`src/rtl/id_exe_pipe_reg.sv`:
```
// ID->EXE pipeline register with valid/ready handshake and a 2-entry skid buffer.
//
// The main entry drives ex_*. The skid entry catches one instruction that was
// accepted while EXE was stalling. id_ready is a flop, so EXE back-pressure never
// reaches ID through combinational logic. The flush input squashes both entries
// and drops any instruction offered in the same cycle. stall_cnt counts the
// cycles where EXE holds a valid head entry without consuming it, and stops at
// its maximum value.
//
// Ports:
//   clk, rst            clock, synchronous active-high reset
//   id_valid/id_ready   upstream handshake (id_ready is registered)
//   id_*                decoded instruction fields from the ID stage
//   flush               squash held and incoming entries
//   ex_valid/ex_ready   downstream handshake
//   ex_*                head-entry fields for the ALU stage
//   stall_cnt           saturating back-pressure cycle count
module id_exe_pipe_reg #(
  parameter int DATA_W = 32,
  parameter int ALUC_W = 4,
  parameter int REG_AW = 5,
  parameter int CNT_W  = 16
) (
  input  logic              clk,
  input  logic              rst,
  input  logic              id_valid,
  output logic              id_ready,
  input  logic              id_wreg,
  input  logic              id_m2reg,
  input  logic              id_wmem,
  input  logic [ALUC_W-1:0] id_aluc,
  input  logic              id_aluimm,
  input  logic [DATA_W-1:0] id_qa,
  input  logic [DATA_W-1:0] id_qb,
  input  logic [DATA_W-1:0] id_imm,
  input  logic [REG_AW-1:0] id_rd,
  input  logic              flush,
  output logic              ex_valid,
  input  logic              ex_ready,
  output logic              ex_wreg,
  output logic              ex_m2reg,
  output logic              ex_wmem,
  output logic [ALUC_W-1:0] ex_aluc,
  output logic              ex_aluimm,
  output logic [DATA_W-1:0] ex_qa,
  output logic [DATA_W-1:0] ex_qb,
  output logic [DATA_W-1:0] ex_imm,
  output logic [REG_AW-1:0] ex_rd,
  output logic [CNT_W-1:0]  stall_cnt
);

  localparam int ENT_W = 4 + ALUC_W + 3 * DATA_W + REG_AW;
  localparam logic [CNT_W-1:0] CNT_MAX = '1;

  logic [ENT_W-1:0] id_ent;
  logic [ENT_W-1:0] main_ent;
  logic [ENT_W-1:0] skid_ent;
  logic             main_vld;
  logic             skid_vld;
  logic             ready_q;
  logic             accept;
  logic             consume;
  logic             main_free;
  logic             main_wreg;
  logic             main_m2reg;
  logic             main_wmem;

  assign id_ent = {id_wreg, id_m2reg, id_wmem, id_aluc, id_aluimm,
                   id_qa, id_qb, id_imm, id_rd};

  assign {main_wreg, main_m2reg, main_wmem, ex_aluc, ex_aluimm,
          ex_qa, ex_qb, ex_imm, ex_rd} = main_ent;

  assign accept    = id_valid && ready_q;
  assign consume   = main_vld && ex_ready;
  // The main entry can take new data this edge if it is empty or is being drained.
  assign main_free = !main_vld || consume;

  assign id_ready = ready_q;
  assign ex_valid = main_vld;

  // The side-effect controls are gated so that a bubble can never write state.
  // The data fields stay as they are, so they do not toggle.
  assign ex_wreg  = main_wreg  && main_vld;
  assign ex_m2reg = main_m2reg && main_vld;
  assign ex_wmem  = main_wmem  && main_vld;

  always_ff @(posedge clk) begin
    if (rst) begin
      main_ent <= '0;
      skid_ent <= '0;
      main_vld <= 1'b0;
      skid_vld <= 1'b0;
      ready_q  <= 1'b1;
    end else if (flush) begin
      main_vld <= 1'b0;
      skid_vld <= 1'b0;
      ready_q  <= 1'b1;
    end else if (main_free) begin
      if (skid_vld) begin
        // Promote the skid entry first to keep FIFO order. ready_q is low while
        // the skid is full, so the accept branch only covers the general case.
        main_ent <= skid_ent;
        main_vld <= 1'b1;
        skid_vld <= accept;
        ready_q  <= !accept;
        if (accept) begin
          skid_ent <= id_ent;
        end
      end else begin
        main_vld <= accept;
        ready_q  <= 1'b1;
        if (accept) begin
          main_ent <= id_ent;
        end
      end
    end else if (accept) begin
      skid_ent <= id_ent;
      skid_vld <= 1'b1;
      ready_q  <= 1'b0;
    end
  end

  // The counter is not cleared by flush, so it keeps the stall history across squashes.
  always_ff @(posedge clk) begin
    if (rst) begin
      stall_cnt <= '0;
    end else if (main_vld && !ex_ready && (stall_cnt != CNT_MAX)) begin
      stall_cnt <= stall_cnt + 1'b1;
    end
  end

endmodule

```
`config.mk`:
```
export PLATFORM = sky130hd
export DESIGN_NAME = id_exe_pipe_reg
export DESIGN_NICKNAME = d
export VERILOG_FILES = /design/src/rtl/id_exe_pipe_reg.sv
export SDC_FILE = /design/constraint.sdc
export NUM_CORES = 1
export LEC_CHECK = 0
export BUFFER_PORTS_ARGS = -buffer_cell sky130_fd_sc_hd__buf_2
export CAP_MARGIN = 25
export CORE_MARGIN = 2
export CORE_UTILIZATION = 49
export DETAILED_ROUTE_END_ITERATION = 8
export PLACE_DENSITY = 0.78
export SETUP_SLACK_MARGIN = 0.15
export SLEW_MARGIN = 15
export SYNTH_ARGS = -nofsm -noshare
export SYNTH_HDL_FRONTEND = slang
export SYNTH_SLANG_ARGS = --single-unit
export TNS_END_PERCENT = 30
```
`constraint.sdc`:
```
create_clock -name clk -period 1.5 [get_ports clk]
set_input_delay 0.075 -clock clk [delete_from_list [all_inputs] [get_ports clk]]
set_output_delay 0.075 -clock clk [all_outputs]
set_load 0.1 [all_outputs]
```
; After elaboration in Yosys (flattened, before gate mapping)
; Cells that the tools add are included.
[classes]
addsub = 1
eq_ne = 2
mux = 12
n_bitwise = 1
n_reduce_logical = 16
[op_table]
columns = operator, n
row1 = two-way mux 109 bit, 5
row2 = adder 16 x 1 -> 16 bit (second input constant), 1
row3 = != test 16 bit (second input constant), 1
row4 = logical AND 1 bit, 7
row5 = two-way mux 1 bit, 7
row6 = nonzero test 2 bit, 2
row7 = zero test 1 bit, 3
row8 = AND reduction 3 bit, 1
row9 = != test 2 bit (second input constant), 1
row10 = AND reduction 2 bit, 1
row11 = OR reduction 2 bit, 1
row12 = logical OR 1 bit, 1
row13 = NOT 1 bit, 1
[word_totals]
reg_bits = 237
input_bits = 114
output_inout_bits = 127
elab_cells = 38

; Depth between registers and ports, before layout
; Gate-level depths: netlist (run 1).
[logic_depth]
word_depth = 4
ltp_mapped = 8

; Worst setup path before layout (run 1)
; OpenSTA, ideal clock, no wires.
[synth_path]
path_type = reg-to-reg
from = reg stall_cnt[0]
to = reg stall_cnt[2]
setup_ns = 0.123
arrival_ns = 2.374
required_time_ns = 1.377
slack_ns = -0.997
stages_incl_launch_ff = 7
n_path_buf = 1
cell_sequence = dfxtp_1 ha_1 nand2_1 nor3_2 buf_2 a21oi_1 mux2_1
[synth_via]
elab_chain_cells = 2
[synth_lines]
columns = element, line
row1 = "start, declared", 49  ; output logic [CNT_W-1:0] stall_cnt
row2 = "start signal, assigned", 129  ; stall_cnt <= stall_cnt + 1'b1;
row3 = branches (longest 2 deep; another with adder 16 x 1 -> 16 bit), n/a
; Several ways; the timed one is not identified.
; A chain may end at the register's enable or synchronous reset.

; Worst setup path in the final report (run 1)
[layout_path]
from = reg main_vld (netlist: ex_valid)
to = reg main_ent[97]
[layout_via]
elab_chain_cells = 3
[layout_lines]
columns = element, line
row1 = "start, declared", 58  ; logic main_vld;
row2 = "start signal, assigned", 111  ; main_vld <= accept;
row3 = zero test 1 bit / logical AND 1 bit (equally long branches), "77, 75"
row4 = logical OR 1 bit *, 77  ; assign main_free = !main_vld || consume;
row5 = AND reduction 3 bit (no source line) *, n/a
row6 = "end signal, assigned", 103  ; main_ent <= skid_ent;
row7 = "end signal, assigned", 114  ; main_ent <= id_ent;
row8 = "end, declared", 56  ; logic [ENT_W-1:0] main_ent;
; Every way passes the cells marked *; elsewhere a longest branch is shown, timed or not.

==> metrics, run 1 <==
r2r startpoint=ex_valid; I/O Pins=241; CTS Buf Count=25; switching power=0.00516 W; Die ar.=0.0221 mm2; Initial DRT Pass Iterations=5; final hold slack=0.0908 ns; Syn Nets=1,302; Mapped Cells=1,187; crit end category=flip-flop; setup TNS=-10.06 ns; GRT Total Usage=28.1%; Final Worst Setup Slack=-0.187 ns; library cells used by synthesis=35; Hold Vio Cnt, Final=0; first-pass GRT wire length=50,900 um; WP data required=1.91 ns; synthesized cell area=0.0102 mm2; std cell rows=52; Area Growth Syn to Fin=52.4%; drt initial violations=630; initial antenna violation count=6; Logic pwr share=22.3%; MaxCap Viol Count=0; Slew @ Worst Pin=0.522 ns; total grt overflow=0; via count=10,284; switching portion of total power=32.0%; CP Launch Type=flip-flop; WL/cell=20.2 um; sequential share of the synthesized area=46.3%; Crit path top cell by count=buf_6; Die X=149 um; Worst-Skew Late Latency=0.52 ns; wirelength, routed=36,300 um; WP data arrival=2.10 ns; dpl ws=-0.212 ns; Lkg Pwr=5.97 nW; Clock Power Share=36.2%; clock sinks=237; status=complete, but fails checks; vias per inst=5.73; die height=149 um; crit-path cells=nor2b_4 -> buf_6 -> nor3_4 -> buf_6 -> buf_12 -> buf_16 -> nor2_1 -> a211oi_2; Worst path max stage delay=0.36 ns; hold depth=5; RSZ-0062 raised after global routing=yes; largest net degree at the start of global routing=82; GP Congestion=0.832; Worst Hold Class=primary input to flip-flop; PortBufs=240; PD cells=1030 mW/mm2; YS warnings=0; Worst-path clk slew=0.06 ns; Slew Viols, Final=0; FF-to-FF path depth=8; Core ar.=0.0204 mm2; vias in the first global route=10,162; HP Start=id_valid; Sequential Power Share=41.4%; cell internal pwr=0.0109 W; crit path launch=ex_valid; Tot Pwr=0.0161 W; layout cells sized above 1=40.6%; fillcell total=1,160; fin crit share=112%; worst-path fanout max=17; shortest period the worst path allows=1.69 ns; Rel. slew slack=65.4%; Remaining DRCs=0; TritonCTS clock tree=built; Initial Util=50.3%; FF+latch count, synth=237; Nets=1,618; failing checks=setup timing; Syn Area/Cell=8.64 um2; Final ANT Viol Nets=0; H-Tree Depth=1; Worst Path Class, Setup=flip-flop to flip-flop; fmax=0.593 GHz; Root Buffer=clkbuf_16; maximum vdd drop=0.986 mV; Max Buffers Root-to-Sink=3; slowest CP cell=dfxtp_4; clock skew after layout=0.0121 ns; endpoints failing setup=194; Layout Utilization=76.7%; post-DP HPWL=16,200 um
[worst paths after layout]
kind | end | slack [ns]
worst min-delay path | skid_vld | 0.09
worst max register to register | main_ent[97] | -0.19
worst min register to register | skid_ent[26] | 0.45
worst max-delay path | main_ent[97] | -0.19
[critical path, delay by kind of cell, from the launching register on]
family / cells / cell delay, ns
AOI/OAI and AO/OA: 1 / 0.28
and+or+nand+nor: 3 / 0.32
DFF: 1 / 0.36
buffers and inverters: 4 / 0.60
[routing by layer]
layer,global-route usage (%),up-vias,share of wire (%)
li1,-,4625,-
met1,31.8,4993,37
met2,51.6,504,53
met3,5.15,156,6.0
met4,12.5,6,4.6
met5,0,-,0.077
[logic make-up after synthesis]
kind of cell             synth area share (%)
AO/OA/AOI/OAI                            14.9
adder cells (fa/ha/maj)                 0.122
buffers and inverters                    11.7
flip-flops                               46.3
multiplexers                             11.5
AND/OR/NAND/NOR                          15.5
[area by class of cell]
class	count	area [um2]	share of cell area, %
Inverter	2	7.51	0.0481
Timing Repair Buffer	485	4460	28.5
Sequential cell	237	4820	30.8
Clock inverter	4	20.0	0.128
Multi-Input combinational cell	752	5240	33.5
Antenna cell	3	7.51	0.0481
Tap cell	270	338	2.16
Clock buffer	41	736	4.71
[power by group through the flow]
stage          Sequential [W]  Clock (W)  Combinational (W)
2_1_floorplan         0.00676          0            0.00238
3_3_place_gp          0.00676          0            0.00266
3_5_place_dp          0.00677          0            0.00269
4_1_cts               0.00664    0.00581            0.00333
5_1_grt               0.00668    0.00614            0.00371
6_report              0.00667    0.00583            0.00359
[cell usage after synthesis]
master / n / area share (%)
o311ai_1: 1 / 0.085
o21ai_0: 1 / 0.049
nor3_1: 4 / 0.20
or4_1: 5 / 0.37
nand2b_1: 1 / 0.061
o311ai_0: 1 / 0.085
a21oi_1: 123 / 6.0
nor2_1: 118 / 4.3
and4_1: 2 / 0.17
a211oi_1: 111 / 8.1
nand3b_1: 1 / 0.073
o31ai_1: 4 / 0.29
clkbuf_1: 40 / 1.5
nand2_1: 228 / 8.3
buf_2: 42 / 2.1
or3_1: 2 / 0.12
buf_1: 8 / 0.29
ha_1: 1 / 0.12
a211o_1: 1 / 0.085
buf_4: 107 / 7.8
mux2i_1: 110 / 11
o41ai_1: 1 / 0.085
nor4b_2: 1 / 0.15
and3_1: 2 / 0.12
mux2_2: 2 / 0.22
nor2b_1: 9 / 0.55
nand4_1: 8 / 0.49
mux2_1: 5 / 0.55
a31oi_1: 1 / 0.061
dfxtp_1: 237 / 46
inv_1: 2 / 0.073
nand3_1: 1 / 0.049
and2_1: 4 / 0.24
nor4_1: 2 / 0.12
nor3_2: 1 / 0.098
[cell usage in the layout (no fill, tap or decap), drive strengths merged, types with 2 or more instances in the layout]
master       instances
dlygate4sd3        112
nor2b                9
nor3                 6
and3                 2
o31ai                4
and2                 4
a211oi             111
diode                3
a21oi              123
clkbuf              89
mux2                 7
or3                  2
o311ai               2
or4                  5
and4                 2
mux2i              110
nand4                8
nand2              228
nor2               118
clkinv               3
nor4                 2
buf                324
inv                  3
dfxtp              237
[per-stage QoR]
stage / instances / area, um2
after global placement: 1561 / 11500
after detailed placement: 1561 / 11500
after CTS: 1779 / 14900
final: 1794 / 15600
after global routing: 1793 / 15600
after floorplan: 1187 / 10600
[state kept, by name (all words and copies together), names as in the netlist]
name / count
main_ent: 109
skid_ent: 109
stall_cnt: 16
ex_valid: 1
id_ready: 1
skid_vld: 1
[repair_timing]
| item | 4_1_cts | 5_1_grt |
|---|---|---|
| cloned | 17 | 3 |
| setup endpoints to repair | 348 | 355 |
| hold buffers | 112 | 0 |
| buffers inserted | 44 | 9 |
| pin swaps | 89 | 57 |
| resized for setup | 210 | 167 |
| endpoints found under the hold margin | 222 | 0 |
Note: power is estimated with default switching activity, not from simulation.
==> run 2: changes to the inputs <==
--- a/config.mk
+++ b/config.mk
@@ -11,6 +11,7 @@
 export CORE_UTILIZATION = 49
 export DETAILED_ROUTE_END_ITERATION = 8
 export PLACE_DENSITY = 0.78
+export REMOVE_ABC_BUFFERS = 1
 export SETUP_SLACK_MARGIN = 0.15
 export SLEW_MARGIN = 15
 export SYNTH_ARGS = -nofsm -noshare
==> run 2 against run 1 <==
Net effect:
- the run still ends with setup timing left
- final cell count up 1.6%
- routed wire length up 29%
- sequential cell count unchanged
- power up 3.7%
- combinational power up 8.4%
- critical endpoint is now stall_cnt[10]
==> metrics, run 2 (synthesis results as in run 1) <==
PD cells=960 mW/mm2; PortBufs=240; slowest CP cell=dfxtp_1; I/O Pins=241; largest net degree at the start of global routing=70; placed cell area=0.0113 mm2; FF/Latch Area=0.00477 mm2; area occupied by multi-input gates=0.00605 mm2; fin crit share=115%; GRT Total Usage=29.5%; Worst Hold Class=primary input to flip-flop; Die X=149 um; r2r startpoint=stall_cnt[15]; H-Tree Depth=1; Hold Vio Cnt, Final=0; Final Worst Setup Slack=-0.218 ns; WL/cell=25.7 um; Worst Path Class, Setup=flip-flop to flip-flop; vias in the first global route=10,132; Core ar.=0.0204 mm2; via count=11,072; WP data required=1.92 ns; Slew @ Worst Pin=0.561 ns; commonest non-fill, non-tap cell in the layout=dfxtp_1; Layout Utilization=85.3%; Final ANT Viol Nets=0; drt initial violations=723; crit end category=flip-flop; maximum vdd drop=0.970 mV; Initial Util=50.3%; worst-path fanout max=3; Initial DRT Pass Iterations=5; crit path launch=stall_cnt[15]; first-pass GRT wire length=52,600 um; post-DP HPWL=15,600 um; Worst-Skew Late Latency=0.54 ns; endpoints failing setup=110; CP Launch Type=flip-flop; Tot Pwr=0.0167 W; layout cells sized above 1=50.8%; failing checks=setup timing; wirelength, routed=46,700 um; Worst-path clk slew=0.07 ns; post-route design area=0.0174 mm2; initial antenna violation count=0; Area Growth Syn to Fin=69.6%; number of diodes=0; GP Congestion=0.867; std cell rows=52; WP data arrival=2.14 ns; TritonCTS clock tree=built; Remaining DRCs=0; crit-path cells=nand4_1 -> buf_4 -> o311ai_4 -> nor4_4 -> mux2_4; FF-to-FF path depth=5; Root Buffer=clkbuf_16; Worst Setup EP=stall_cnt[10]; Slew Viols, Final=0; Die ar.=0.0221 mm2; shortest period the worst path allows=1.72 ns; die height=149 um; Rel. slew slack=62.6%; Max Buffers Root-to-Sink=3; CTS Buf Count=25; status=complete, but fails checks; fillcell total=897; register-to-register setup slack=-0.22 ns; final hold slack=0.0994 ns; vias per inst=6.08; fmax=0.582 GHz; Lkg Pwr=6.64 nW; Largest regs=main_ent (109), skid_ent (109), stall_cnt (16); total grt overflow=0; RSZ-0062 raised after global routing=yes; commonest cells after routing, fill and taps aside=223 x dfxtp_1, 124 x buf_2, 118 x nand2_1, 112 x dlygate4sd3_1, 110 x mux2i_1; MaxCap Viol Count=0; RR Endpoint=stall_cnt[10]; clock skew after layout=0.0119 ns; Nets=1,649; clock sinks=237; setup TNS=-5.02 ns; Worst path max stage delay=0.46 ns
==> run 2: changes by cell type in the layout (fill, tap and decap cells not counted), moves of 16 or more <==
cell | previous run | this run
a21oi_2 | 44 | 77
nand2_4 | 10 | 67
a21oi_1 | 78 | 42
nand2_2 | 22 | 43
clkbuf_4 | 44 | 81
buf_2 | 174 | 124
nand2_1 | 196 | 118
clkbuf_16 | 28 | 46
buf_4 | 49 | 65
==> run 2: cell type report <==
type	count	share of cell area, %
Sequential cell	237	27.5
Tap cell	270	1.94
Timing Repair Buffer	516	31.3
Inverter	2	0.0576
Clock inverter	6	0.223
Multi-Input combinational cell	752	34.8
Clock buffer	39	4.25
==> run 2: critical path, delay by kind of cell (launching register included) <==
kind / cells / cell delay, ns
AOI/OAI and AO/OA: 1 / 0.43
buffers and inverters: 1 / 0.20
DFF: 1 / 0.46
muxes: 1 / 0.30
and+or+nand+nor: 2 / 0.21
==> run 2: what timing repair did <==
item                                    in CTS  in global routing
endpoints found under the setup margin     357                355
gates resized for setup                    247                445
endpoints found under the hold margin      225                  0
hold buffers                               112                  0
buffers inserted                            30                 17
gates cloned                                31                 25
pin swaps                                  123                178
==> run 2: stage by stage <==
step / setup WS (ns) / instances
finish: -0.218 / 1822
CTS: -0.0446 / 1780
detailed placement: -0.145 / 1562
global route: -0.262 / 1822
global placement: -0.121 / 1562
floorplan: -14.28 / 990
==> run 2: how the worst min path moves through the flow <==
stage	from	to	slack (ns)	cells after the start
5_1_grt	id_valid	skid_vld	0.14	5
6_report	id_valid	skid_vld	0.1	5
3_3_place_gp	id_imm[1]	skid_ent[6]	0.33	3
4_1_cts	id_valid	skid_vld	0.07	5
3_5_place_dp	id_qa[21]	skid_ent[90]	0.33	3
2_1_floorplan	rst	skid_ent[0]	0.14	1
==> run 2: metal layers <==
| metal | GRT usage [%] | vias to the layer above | routed length, um |
|---|---|---|---|
| li1 | - | 4687 | - |
| met3 | 5.67 | 288 | 4200 |
| met1 | 35.5 | 5304 | 16100 |
| met5 | 0 | - | 0 |
| met2 | 52.2 | 793 | 23300 |
| met4 | 11.1 | 0 | 3160 |
==> run 2: report_power, final <==
| group | leakage (nW) | internal (W) | switching [W] | total (W) |
|---|---|---|---|---|
| sequential | 1.94 | 0.00653 | 0.000190 | 0.00672 |
| clock | 0.377 | 0.00338 | 0.00270 | 0.00608 |
| combinational | 4.32 | 0.00124 | 0.00265 | 0.00389 |
| total | 6.64 | 0.0111 | 0.00555 | 0.0167 |
==> run 3: changes to the inputs <==
--- a/config.mk
+++ b/config.mk
@@ -11,8 +11,10 @@
 export CORE_UTILIZATION = 49
 export DETAILED_ROUTE_END_ITERATION = 8
 export PLACE_DENSITY = 0.78
+export RECOVER_POWER = 25
 export REMOVE_ABC_BUFFERS = 1
 export SETUP_SLACK_MARGIN = 0.15
+export SKIP_LAST_GASP = 1
 export SLEW_MARGIN = 15
 export SYNTH_ARGS = -nofsm -noshare
 export SYNTH_HDL_FRONTEND = slang
==> run 3 against run 2 <==
Net effect:
- the flow still finishes with violations (setup timing)
- global-route usage decreased by 0.86 points
- worst hold slack gained 0.013 ns
- sequential power hardly changed
- clock skew up 0.013 ns
- setup slack lost 0.070 ns
- design area is 3.1% lower
- sequential cell count is the same
- critical path depth rose by 2
- final cell count increased by 0.11%
- count of clock-buffer cells in the layout unchanged
- die area unchanged
==> metrics, run 3 (synthesis results as in run 1) <==
layout cells sized above 1=45.9%; post-route design area=0.0168 mm2; CP top delay family=buffers and inverters; Hold Vio Cnt, Final=0; first-pass GRT wire length=51,300 um; Worst-Skew Late Latency=0.53 ns; commonest cells after routing, fill and taps aside=230 x buf_2, 223 x dfxtp_1, 148 x nand2_1, 112 x dlygate4sd3_1, 109 x mux2i_1; WP data required=1.89 ns; maximum vdd drop=0.874 mV; GP Congestion=0.867; Worst Hold Class=primary input to flip-flop; Root Buffer=clkbuf_16; GRT Total Usage=28.6%; largest net degree at the start of global routing=70; TritonCTS clock tree=built; Slew @ Worst Pin=0.550 ns; failing checks=setup timing; Initial Util=50.3%; Rel. slew slack=63.3%; CP Launch Type=flip-flop; I/O Pins=241; vias in the first global route=9,977; Max Buffers Root-to-Sink=3; Die ar.=0.0221 mm2; worst-path fanout max=7; Slew Viols, Final=0; fmax=0.559 GHz; via count=10,752; vias per inst=5.89; crit end category=flip-flop; Worst Path Class, Setup=flip-flop to flip-flop; Final ANT Viol Nets=0; CTS Buf Count=25; MaxCap Viol Count=0; Initial DRT Pass Iterations=5; total grt overflow=0; WL/cell=23.3 um; Worst path max stage delay=0.41 ns; Die X=149 um; Remaining DRCs=0; Tot Pwr=0.0164 W; Final Worst Setup Slack=-0.288 ns; Nets=1,651; RSZ-0062 raised after global routing=yes; placed cell area=0.0113 mm2; Worst-path clk slew=0.07 ns; fin crit share=119%; crit-path cells=nor2b_4 -> nor3_4 -> buf_6 -> buf_12 -> clkbuf_16 -> nor2_1 -> a211oi_1; PD cells=974 mW/mm2; clock skew after layout=0.0247 ns; wirelength, routed=42,500 um; Largest regs=main_ent (109), skid_ent (109), stall_cnt (16); clock sinks=237; Layout Utilization=82.7%; WP buf/inv=3; Core ar.=0.0204 mm2; die height=149 um; slowest CP cell=a211oi_1; WP data arrival=2.18 ns; number of diodes=0; shortest period the worst path allows=1.79 ns; commonest non-fill, non-tap cell in the layout=buf_2; endpoints failing setup=102; post-DP HPWL=15,600 um; initial antenna violation count=1; Lkg Pwr=6.58 nW; PortBufs=240; drt initial violations=667; std cell rows=52; Area Growth Syn to Fin=64.3%; status=complete, but fails checks; H-Tree Depth=1
==> run 3: per-layer routing <==
| metal | routed length, um | global-route usage (%) | up-vias |
|---|---|---|---|
| met5 | 11 | 0 | - |
| met4 | 2250 | 10.1 | 2 |
| met3 | 3560 | 6.32 | 201 |
| met2 | 21200 | 50.5 | 701 |
| met1 | 15500 | 34.4 | 5169 |
| li1 | - | - | 4679 |
==> run 3: layout make-up <==
type	count	area, um2
Inverter	2	12.5
Fill cell	1003	3520
Clock inverter	6	38.8
Timing Repair Buffer	518	5180
Clock buffer	39	738
Sequential cell	237	4770
Tap cell	270	338
Multi-Input combinational cell	752	5760
==> run 3: timing repair <==
item,4_1_cts,5_1_grt
resized for setup,185,283
hold endpoints to repair,225,0
pin swaps,72,130
gates cloned,31,27
hold buffers,112,0
endpoints found under the setup margin,357,358
buffers inserted,30,17
==> run 3: where the power goes <==
| group | switching [W] | leakage, nW | internal [W] |
|---|---|---|---|
| sequential | 0.000173 | 1.94 | 0.00653 |
| clock | 0.00263 | 0.377 | 0.00338 |
| combinational | 0.00257 | 4.27 | 0.00115 |
==> run 3: final timing paths <==
check,from,endpoint,slack (ns),cells past startpoint
max,ex_valid,main_ent[0],-0.29,7
min,id_valid,ex_valid,0.11,4
max reg2reg,ex_valid,main_ent[0],-0.29,7
min reg2reg,skid_ent[44],skid_ent[44],0.45,2
==> run 3: through the flow <==
step / setup TNS (ns) / hold WS, ns / worst slack [ns] / instances
3_3_place_gp: -1.35 / 0.325 / -0.121 / 1562
2_1_floorplan: -2550.12 / 0.144 / -14.28 / 990
4_1_cts: -1.44 / 0.0702 / -0.0446 / 1780
3_5_place_dp: -3.61 / 0.333 / -0.145 / 1562
5_1_grt: -10.04 / 0.139 / -0.359 / 1824
6_report: -4.58 / 0.112 / -0.288 / 1824
==> run 3: worst register-to-register path, cell delays in order (launching register included) <==
cell,delay [ns]
dfxtp_4,0.36
nor2b_4,0.14
nor3_4,0.19
buf_6,0.20
buf_12,0.16
clkbuf_16,0.16
nor2_1,0.04
a211oi_1,0.41
